===== src/rtl/mips_pkg.sv =====
// Shared definitions for the instruction fetch slice: FSM states, widths and
// small PC helpers.
package mips_pkg;

  typedef enum logic [1:0] {
    FETCH = 2'd0,
    VALID = 2'd1,
    DRAIN = 2'd2
  } fetch_state_t;

  localparam int          INSTR_W    = 32;
  localparam int          OPCODE_W   = 6;
  localparam logic [31:0] PC_INCR    = 32'd4;
  localparam int          OPCODE_MSB = 31;
  localparam int          OPCODE_LSB = 26;

  // Force a target address onto a word boundary.
  function automatic logic [INSTR_W-1:0] align_pc(input logic [INSTR_W-1:0] a);
    return a & ~32'h0000_0003;
  endfunction

endpackage


===== src/rtl/instr_fetch_if.sv =====
// Bundle of the instruction-memory request/ack bus, the decode valid/ready
// bus and the redirect inputs seen by the fetch unit.
interface instr_fetch_if;
  import mips_pkg::*;

  logic                  imem_req;
  logic [INSTR_W-1:0]    imem_addr;
  logic                  imem_ack;
  logic [INSTR_W-1:0]    imem_rdata;
  logic                  instr_valid;
  logic                  instr_ready;
  logic [INSTR_W-1:0]    instr;
  logic [INSTR_W-1:0]    instr_pc;
  logic [OPCODE_W-1:0]   opcode;
  logic                  redirect;
  logic [INSTR_W-1:0]    redirect_pc;

  // Fetch unit side.
  modport master (
    output imem_req, imem_addr, instr_valid, instr, instr_pc, opcode,
    input  imem_ack, imem_rdata, instr_ready, redirect, redirect_pc
  );

  // Memory / decode / branch-resolution side.
  modport slave (
    input  imem_req, imem_addr, instr_valid, instr, instr_pc, opcode,
    output imem_ack, imem_rdata, instr_ready, redirect, redirect_pc
  );

endinterface


===== src/rtl/instr_fetch_pc_reg.sv =====
// Program counter register: reset value, +4 advance and redirect load, with
// the redirect load taking priority over the advance.
module pc_reg
  import mips_pkg::*;
#(
  parameter logic [31:0] RESET_PC = 32'h0000_0000
) (
  input  logic               clk,
  input  logic               rst,
  input  logic               incr_i,
  input  logic               load_i,
  input  logic [INSTR_W-1:0] load_pc_i,
  output logic [INSTR_W-1:0] pc_o
);

  logic [INSTR_W-1:0] pc_q;
  logic [INSTR_W-1:0] pc_d;

  // Next PC: redirect target first, then sequential advance (wraps at 2^32).
  always_comb begin
    pc_d = pc_q;
    if (load_i) begin
      pc_d = align_pc(load_pc_i);
    end else if (incr_i) begin
      pc_d = pc_q + PC_INCR;
    end
  end

  // PC state register.
  always_ff @(posedge clk) begin
    if (rst) begin
      pc_q <= RESET_PC;
    end else begin
      pc_q <= pc_d;
    end
  end

  assign pc_o = pc_q;

endmodule


===== src/rtl/instr_fetch.sv =====
// Instruction fetch unit: requests words from instruction memory at the PC,
// holds each fetched word for decode, and handles branch/jump redirects,
// including draining a request that was already in flight.
module instr_fetch
  import mips_pkg::*;
#(
  parameter logic [31:0] RESET_PC = 32'h0000_0000
) (
  input  logic          clk,
  input  logic          rst,
  instr_fetch_if.master fetch_if
);

  fetch_state_t       state_q, state_d;
  logic [INSTR_W-1:0] pc;
  logic [INSTR_W-1:0] req_addr_q;
  logic [INSTR_W-1:0] instr_q;
  logic [INSTR_W-1:0] instr_pc_q;
  logic               pc_incr;
  logic               capture;

  pc_reg #(
    .RESET_PC (RESET_PC)
  ) u_pc_reg (
    .clk       (clk),
    .rst       (rst),
    .incr_i    (pc_incr),
    .load_i    (fetch_if.redirect),
    .load_pc_i (fetch_if.redirect_pc),
    .pc_o      (pc)
  );

  // Next state, PC advance and capture strobe; redirect overrides everything.
  always_comb begin
    state_d = state_q;
    pc_incr = 1'b0;
    capture = 1'b0;
    case (state_q)
      FETCH: begin
        if (fetch_if.redirect) begin
          // Same-cycle ack lets us issue the target next cycle; otherwise the
          // in-flight request must finish first.
          state_d = fetch_if.imem_ack ? FETCH : DRAIN;
        end else if (fetch_if.imem_ack) begin
          capture = 1'b1;
          state_d = VALID;
        end
      end
      VALID: begin
        if (fetch_if.redirect) begin
          state_d = FETCH;
        end else if (fetch_if.instr_ready) begin
          pc_incr = 1'b1;
          state_d = FETCH;
        end
      end
      DRAIN: begin
        if (fetch_if.imem_ack) begin
          state_d = FETCH;
        end
      end
      default: state_d = FETCH;
    endcase
  end

  // FSM state register.
  always_ff @(posedge clk) begin
    if (rst) begin
      state_q <= FETCH;
    end else begin
      state_q <= state_d;
    end
  end

  // Held instruction and its PC; only updated on a non-discarded ack.
  always_ff @(posedge clk) begin
    if (rst) begin
      instr_q    <= '0;
      instr_pc_q <= '0;
    end else if (capture) begin
      instr_q    <= fetch_if.imem_rdata;
      instr_pc_q <= pc;
    end
  end

  // Address of the outstanding request, kept so DRAIN can hold it while the
  // PC already points at the redirect target.
  always_ff @(posedge clk) begin
    if (state_q == FETCH) begin
      req_addr_q <= pc;
    end
  end

  assign fetch_if.imem_req    = !rst && (state_q != VALID);
  assign fetch_if.imem_addr   = (state_q == DRAIN) ? req_addr_q : pc;
  assign fetch_if.instr_valid = (state_q == VALID);
  assign fetch_if.instr       = instr_q;
  assign fetch_if.instr_pc    = instr_pc_q;
  assign fetch_if.opcode      = instr_q[OPCODE_MSB:OPCODE_LSB];

endmodule


===== src/flat_wrapper.sv =====
// flat-port wrapper written by rule: the top's interface ports become plain ports
module instr_fetch_flat import mips_pkg::*;
#(
  parameter logic [31:0] RESET_PC = 32'h0000_0000
)
  (clk, rst, fetch_if_imem_req, fetch_if_imem_addr, fetch_if_instr_valid, fetch_if_instr, fetch_if_instr_pc, fetch_if_opcode, fetch_if_imem_ack, fetch_if_imem_rdata, fetch_if_instr_ready, fetch_if_redirect, fetch_if_redirect_pc);
  instr_fetch_if fetch_if_i ();
  input  logic clk;
  input  logic rst;
  output wire logic [$bits(fetch_if_i.imem_req)-1:0] fetch_if_imem_req;
  output wire logic [$bits(fetch_if_i.imem_addr)-1:0] fetch_if_imem_addr;
  output wire logic [$bits(fetch_if_i.instr_valid)-1:0] fetch_if_instr_valid;
  output wire logic [$bits(fetch_if_i.instr)-1:0] fetch_if_instr;
  output wire logic [$bits(fetch_if_i.instr_pc)-1:0] fetch_if_instr_pc;
  output wire logic [$bits(fetch_if_i.opcode)-1:0] fetch_if_opcode;
  input wire logic [$bits(fetch_if_i.imem_ack)-1:0] fetch_if_imem_ack;
  input wire logic [$bits(fetch_if_i.imem_rdata)-1:0] fetch_if_imem_rdata;
  input wire logic [$bits(fetch_if_i.instr_ready)-1:0] fetch_if_instr_ready;
  input wire logic [$bits(fetch_if_i.redirect)-1:0] fetch_if_redirect;
  input wire logic [$bits(fetch_if_i.redirect_pc)-1:0] fetch_if_redirect_pc;
  assign fetch_if_imem_req = fetch_if_i.imem_req;
  assign fetch_if_imem_addr = fetch_if_i.imem_addr;
  assign fetch_if_instr_valid = fetch_if_i.instr_valid;
  assign fetch_if_instr = fetch_if_i.instr;
  assign fetch_if_instr_pc = fetch_if_i.instr_pc;
  assign fetch_if_opcode = fetch_if_i.opcode;
  assign fetch_if_i.imem_ack = fetch_if_imem_ack;
  assign fetch_if_i.imem_rdata = fetch_if_imem_rdata;
  assign fetch_if_i.instr_ready = fetch_if_instr_ready;
  assign fetch_if_i.redirect = fetch_if_redirect;
  assign fetch_if_i.redirect_pc = fetch_if_redirect_pc;
  instr_fetch #(.RESET_PC(RESET_PC)) u_core (.clk(clk), .rst(rst), .fetch_if(fetch_if_i));
endmodule

===== config.mk =====
export PLATFORM = sky130hd
export DESIGN_NAME = instr_fetch_flat
export DESIGN_NICKNAME = d
export VERILOG_FILES = /design/src/rtl/mips_pkg.sv /design/src/rtl/instr_fetch_if.sv /design/src/rtl/instr_fetch_pc_reg.sv /design/src/rtl/instr_fetch.sv /design/src/flat_wrapper.sv
export SDC_FILE = /design/constraint.sdc
export NUM_CORES = 1
export LEC_CHECK = 0
export BUFFER_PORTS_ARGS = -buffer_cell sky130_fd_sc_hd__buf_2
export CAP_MARGIN = 0
export CELL_PAD_IN_SITES_DETAIL_PLACEMENT = 0
export CELL_PAD_IN_SITES_GLOBAL_PLACEMENT = 2
export CORE_UTILIZATION = 34
export CTS_BUF_LIST = sky130_fd_sc_hd__clkbuf_4
export DETAILED_ROUTE_END_ITERATION = 8
export PLACE_DENSITY = 0.83
export SYNTH_ARGS = -nofsm -noshare
export SYNTH_HDL_FRONTEND = slang
export SYNTH_HIERARCHICAL = 1
export SYNTH_SLANG_ARGS = --single-unit

===== constraint.sdc =====
create_clock -name clk -period 2.52 [get_ports clk]
set_input_delay 0.126 -clock clk [delete_from_list [all_inputs] [get_ports clk]]
set_output_delay 0.126 -clock clk [all_outputs]
set_load 0.01 [all_outputs]

==> metrics.md <==
| Metric | Value |
|---|---|
| Leading area contributor after synthesis | dfxtp_1 |
| Async S/R FF share, synth | 0% |
| Clock slew at reported path FFs | 0.12 ns |
| Area delta synth->final | 30.4% |
| Die Wd | 139 um |
| Hold Path Class | in -> reg |
| Mux cell area share after synthesis | between 10% and 20% |
| Global-route wire length before repair | 26.0 mm |
| Initial core utilization | between 30% and 40% |
| Peak supply drop | about 250 uV |
| Ys Warns | 6 |
| Unique masters post-synth | 59 |
| Vias in the first global route | 5111 |
| Crit start category | register |
| CTS H-tree lvls | 4 |
| GRT overflow | 0 |
| Tmin final | 2.32 ns |
| XOR/XNOR Fraction of Synth Area | between 1.5 and 2% |
| DRT Pass-1 Iters | 7 |
| DP HPWL | 10.7 mm |
| Critical-path maximum fanout | 32 |
| CTS tree | built |
| CP peak stage delay | about 0.50 ns |
| I/O Buffers | 170 |
| Critical path, cell by cell | nor2b_4, buf_4, mux2_2, buf_2 |
| Synthesized area per cell | 10.3 sq um |
| CTS Buf Count | 17 |
| Setup tns final | 0 ns |
| Sequential area share after synthesis | between 40% and 50% |
| Die outline height | ~140 um |
| Share of cells above drive strength 1 | 30.5% |
| Synth Instances | 614 |
| CTS Root Cell | clkbuf_4 |
| Routability Congestion | 0.759 |
| #FFs+latches synth | 128 |
| Critical Path Sink Type | primary output |
| WP data required | 2.39 ns |
| Main synth FF type | dfxtp_1 |
| Drt drc | 20 |
| Cell area after synthesis | between 0.006 and 0.007 sq mm |
| Fin crit share | 92.2% |
| Largest net degree at the start of global routing | 168 |
| Power Density | roughly 560 mW/mm^2 |
| N_diodes | 0 |
| Final slew viol count | 0 |
| WHS | 0.102 ns |
| Vias per inst | ~4.9 |
| Post-synthesis adder-cell area fraction | less than 1% |
| Failing checks | design-rule violations |
| Worst slew margin | 57.5% |
| Initial DRC count | 284 |
| Clock buffer depth | 2 |
| Status | complete, but fails checks |
| Antenna violations before repair | 0 |
| Clock Skew | 0.0160 ns |
| Worst Path Arrival | 2.20 ns |
| Worst setup path category | reg -> out |
| Final net count | 906 |
| Crit path max-delay cell type | dfxtp_1 |
| # rows | 49 |
| Number of max-cap violations | 0 |
| Number of flops mapped to enable cells by yosys | 32 |
| Ports | 173 |
| Unrepaired setup endpoints after global routing | false |
| Largest family of logic cells by synthesized area | simple AND/OR/NAND/NOR gates |
| Synth Area in Simple Gates | 25.0% |
| WL/cell | 15.1 um |
| Worst-Skew Late Latency | 0.53 ns |
| Synth top area share | a little under a third |
| Fmax | 0.431 GHz |
| Drt total wl | 16.3 mm |
| DIE AREA | 0.0192 sq mm |
| Ranking of synthesized cells by area | dfxtp_1 (30%), edfxtp_1 (15%), nand2b_1 (13%), mux2i_1 (10%), mux2_2 (5.3%) |
| Clock sinks | between 100 and 150 |
| Gr usage total | 16.9% |
| Finish-stage setup viols | 0 |
| Compound-Gate Fraction of Synth Area | 6.07% |
| Setup Buffers After CTS | 0 |
| Leakage | 0.00344 uW |
| Via Count | around 5.2k |
| Final Hold Fails | 0 |
| Remaining antenna violation count after routing | 0 |
| Core area | ~0.018 sq mm |
| Worst-Margin Slew | 0.633 ns |
==> worst paths after layout <==
check             slack (ns)  cells past startpoint                                  start                                    end
setup reg to reg        0.23                      6         u_core/state_q[1]$_SDFFE_PP0P_  u_core/u_pc_reg/pc_o[17]$_SDFFE_PP0P_
setup / recovery        0.20                      4         u_core/state_q[1]$_SDFFE_PP0P_                 fetch_if_imem_addr[12]
hold / removal          0.10                      5                                    rst  u_core/u_pc_reg/pc_o[23]$_SDFFE_PP0P_
hold reg to reg         0.47                      2  u_core/fetch_if.instr[4]$_SDFFE_PP0P_  u_core/fetch_if.instr[4]$_SDFFE_PP0P_
==> placed cells by master, fill, tap and decap left out, types with 4 or more instances in the layout <==
cell / Yosys / layout
a211oi_1: 11 / 11
a21oi_1: 14 / 14
a311oi_1: 7 / 7
and3_1: 8 / 8
buf_2: 2 / 169
buf_4: 9 / 15
bufinv_16: 0 / 4
clkbuf_4: 0 / 18
dfxtp_1: 96 / 96
dlygate4sd3_1: 0 / 64
edfxtp_1: 32 / 32
inv_1: 6 / 6
mux2_2: 30 / 30
mux2i_1: 65 / 65
nand2_1: 23 / 23
nand2b_1: 128 / 128
nand3_1: 12 / 12
nand4_1: 16 / 16
nor2_1: 27 / 26
nor2b_1: 5 / 4
nor3_1: 5 / 5
nor3b_1: 7 / 7
nor4_1: 11 / 11
o21ai_0: 5 / 5
or4_1: 4 / 4
xnor2_1: 6 / 6
xor2_1: 5 / 5
==> area by class of cell <==
type / count / area, sq um
flip-flops and latches: 128 / 2880
fillers: 1739 / 9860
clock inverters: 14 / 189
clock buffers: 18 / 135
multi-input cells: 432 / 3120
well taps: 229 / 287
inverters: 7 / 26.3
repair buffers: 250 / 1640
==> kinds of logic (layout without fill, tap and decap cells) <==
family,count (synthesis),after routing
compound gates,55,55
xor+xnor,11,11
fa+ha+maj,1,1
buf+inv,55,289
flops,128,128
mux,97,97
other cells,1,2
simple gates,266,266
==> power breakdown <==
| group | switching [uW] | internal (uW) |
|---|---|---|
| Clock | 801 | 799 |
| Sequential | 96.6 | 2240 |
| Combinational | 316 | 347 |
==> state kept, by name, indices dropped and copies added (netlist names) <==
| name | count |
|---|---|
| u_core/fetch_if.instr | 32 |
| u_core/fetch_if.instr_pc | 32 |
| u_core/req_addr_q | 32 |
| u_core/u_pc_reg/pc_o | 30 |
| u_core/state_q | 2 |
==> synthesized netlist by cell type, types with 3 or more instances <==
cell type and count:
inv_1 6, nor4_1 11, buf_12 6, clkbuf_1 23, xnor2_1 6, nand2b_1 128
or4_1 4, buf_6 4, buf_1 3, buf_4 9, a2111oi_0 3, nor2b_1 5
a311oi_1 7, nand4_1 16, nor3b_1 7, nand3_1 12, edfxtp_1 32, mux2i_1 65
and3_1 8, nand2_1 23, o21ai_0 5, o211ai_1 3, xor2_1 5, mux2_2 30
a211oi_1 11, nor3_1 5, dfxtp_1 96, a21oi_1 14, nor2_1 27
==> per-stage QoR <==
stage / power (uW) / util (%) / worst slack [ns] / instance area (sq um) / instances
6_report: 4600 / 45.6 / 0.197 / 8280 / 1078
5_1_grt: 4840 / 45.6 / 0.0371 / 8280 / 1078
4_1_cts: 4690 / 45.6 / 0.0858 / 8280 / 1078
2_1_floorplan: 2760 / - / 0.384 / 6350 / 615
3_5_place_dp: 2980 / 40.3 / 0.141 / 7320 / 982
3_3_place_gp: 2970 / 40.3 / 0.288 / 7320 / 982
==> layer usage <==
metal | vias up | GRT usage, % | part of all wire [%]
met5 | - | 0 | 0
met4 | 0 | 5.32 | 0.97
met3 | 12 | 3.97 | 5.4
met2 | 145 | 27.7 | 46
met1 | 2478 | 22.0 | 48
li1 | 2612 | - | -
==> critical path: cells and delay by family, from the launching register on <==
| family | cells | cell delay [ns] |
|---|---|---|
| buffers and inverters | 2 | 0.55 |
| DFF | 1 | 0.50 |
| muxes | 1 | 0.40 |
| and+or+nand+nor | 1 | 0.19 |
==> timing repair <==
item,CTS,global route
hold endpoints to repair,64,0
setup endpoints to repair,0,4
hold buffers,64,0
gates resized for setup,0,1
Note: power is estimated with default switching activity, not from simulation.
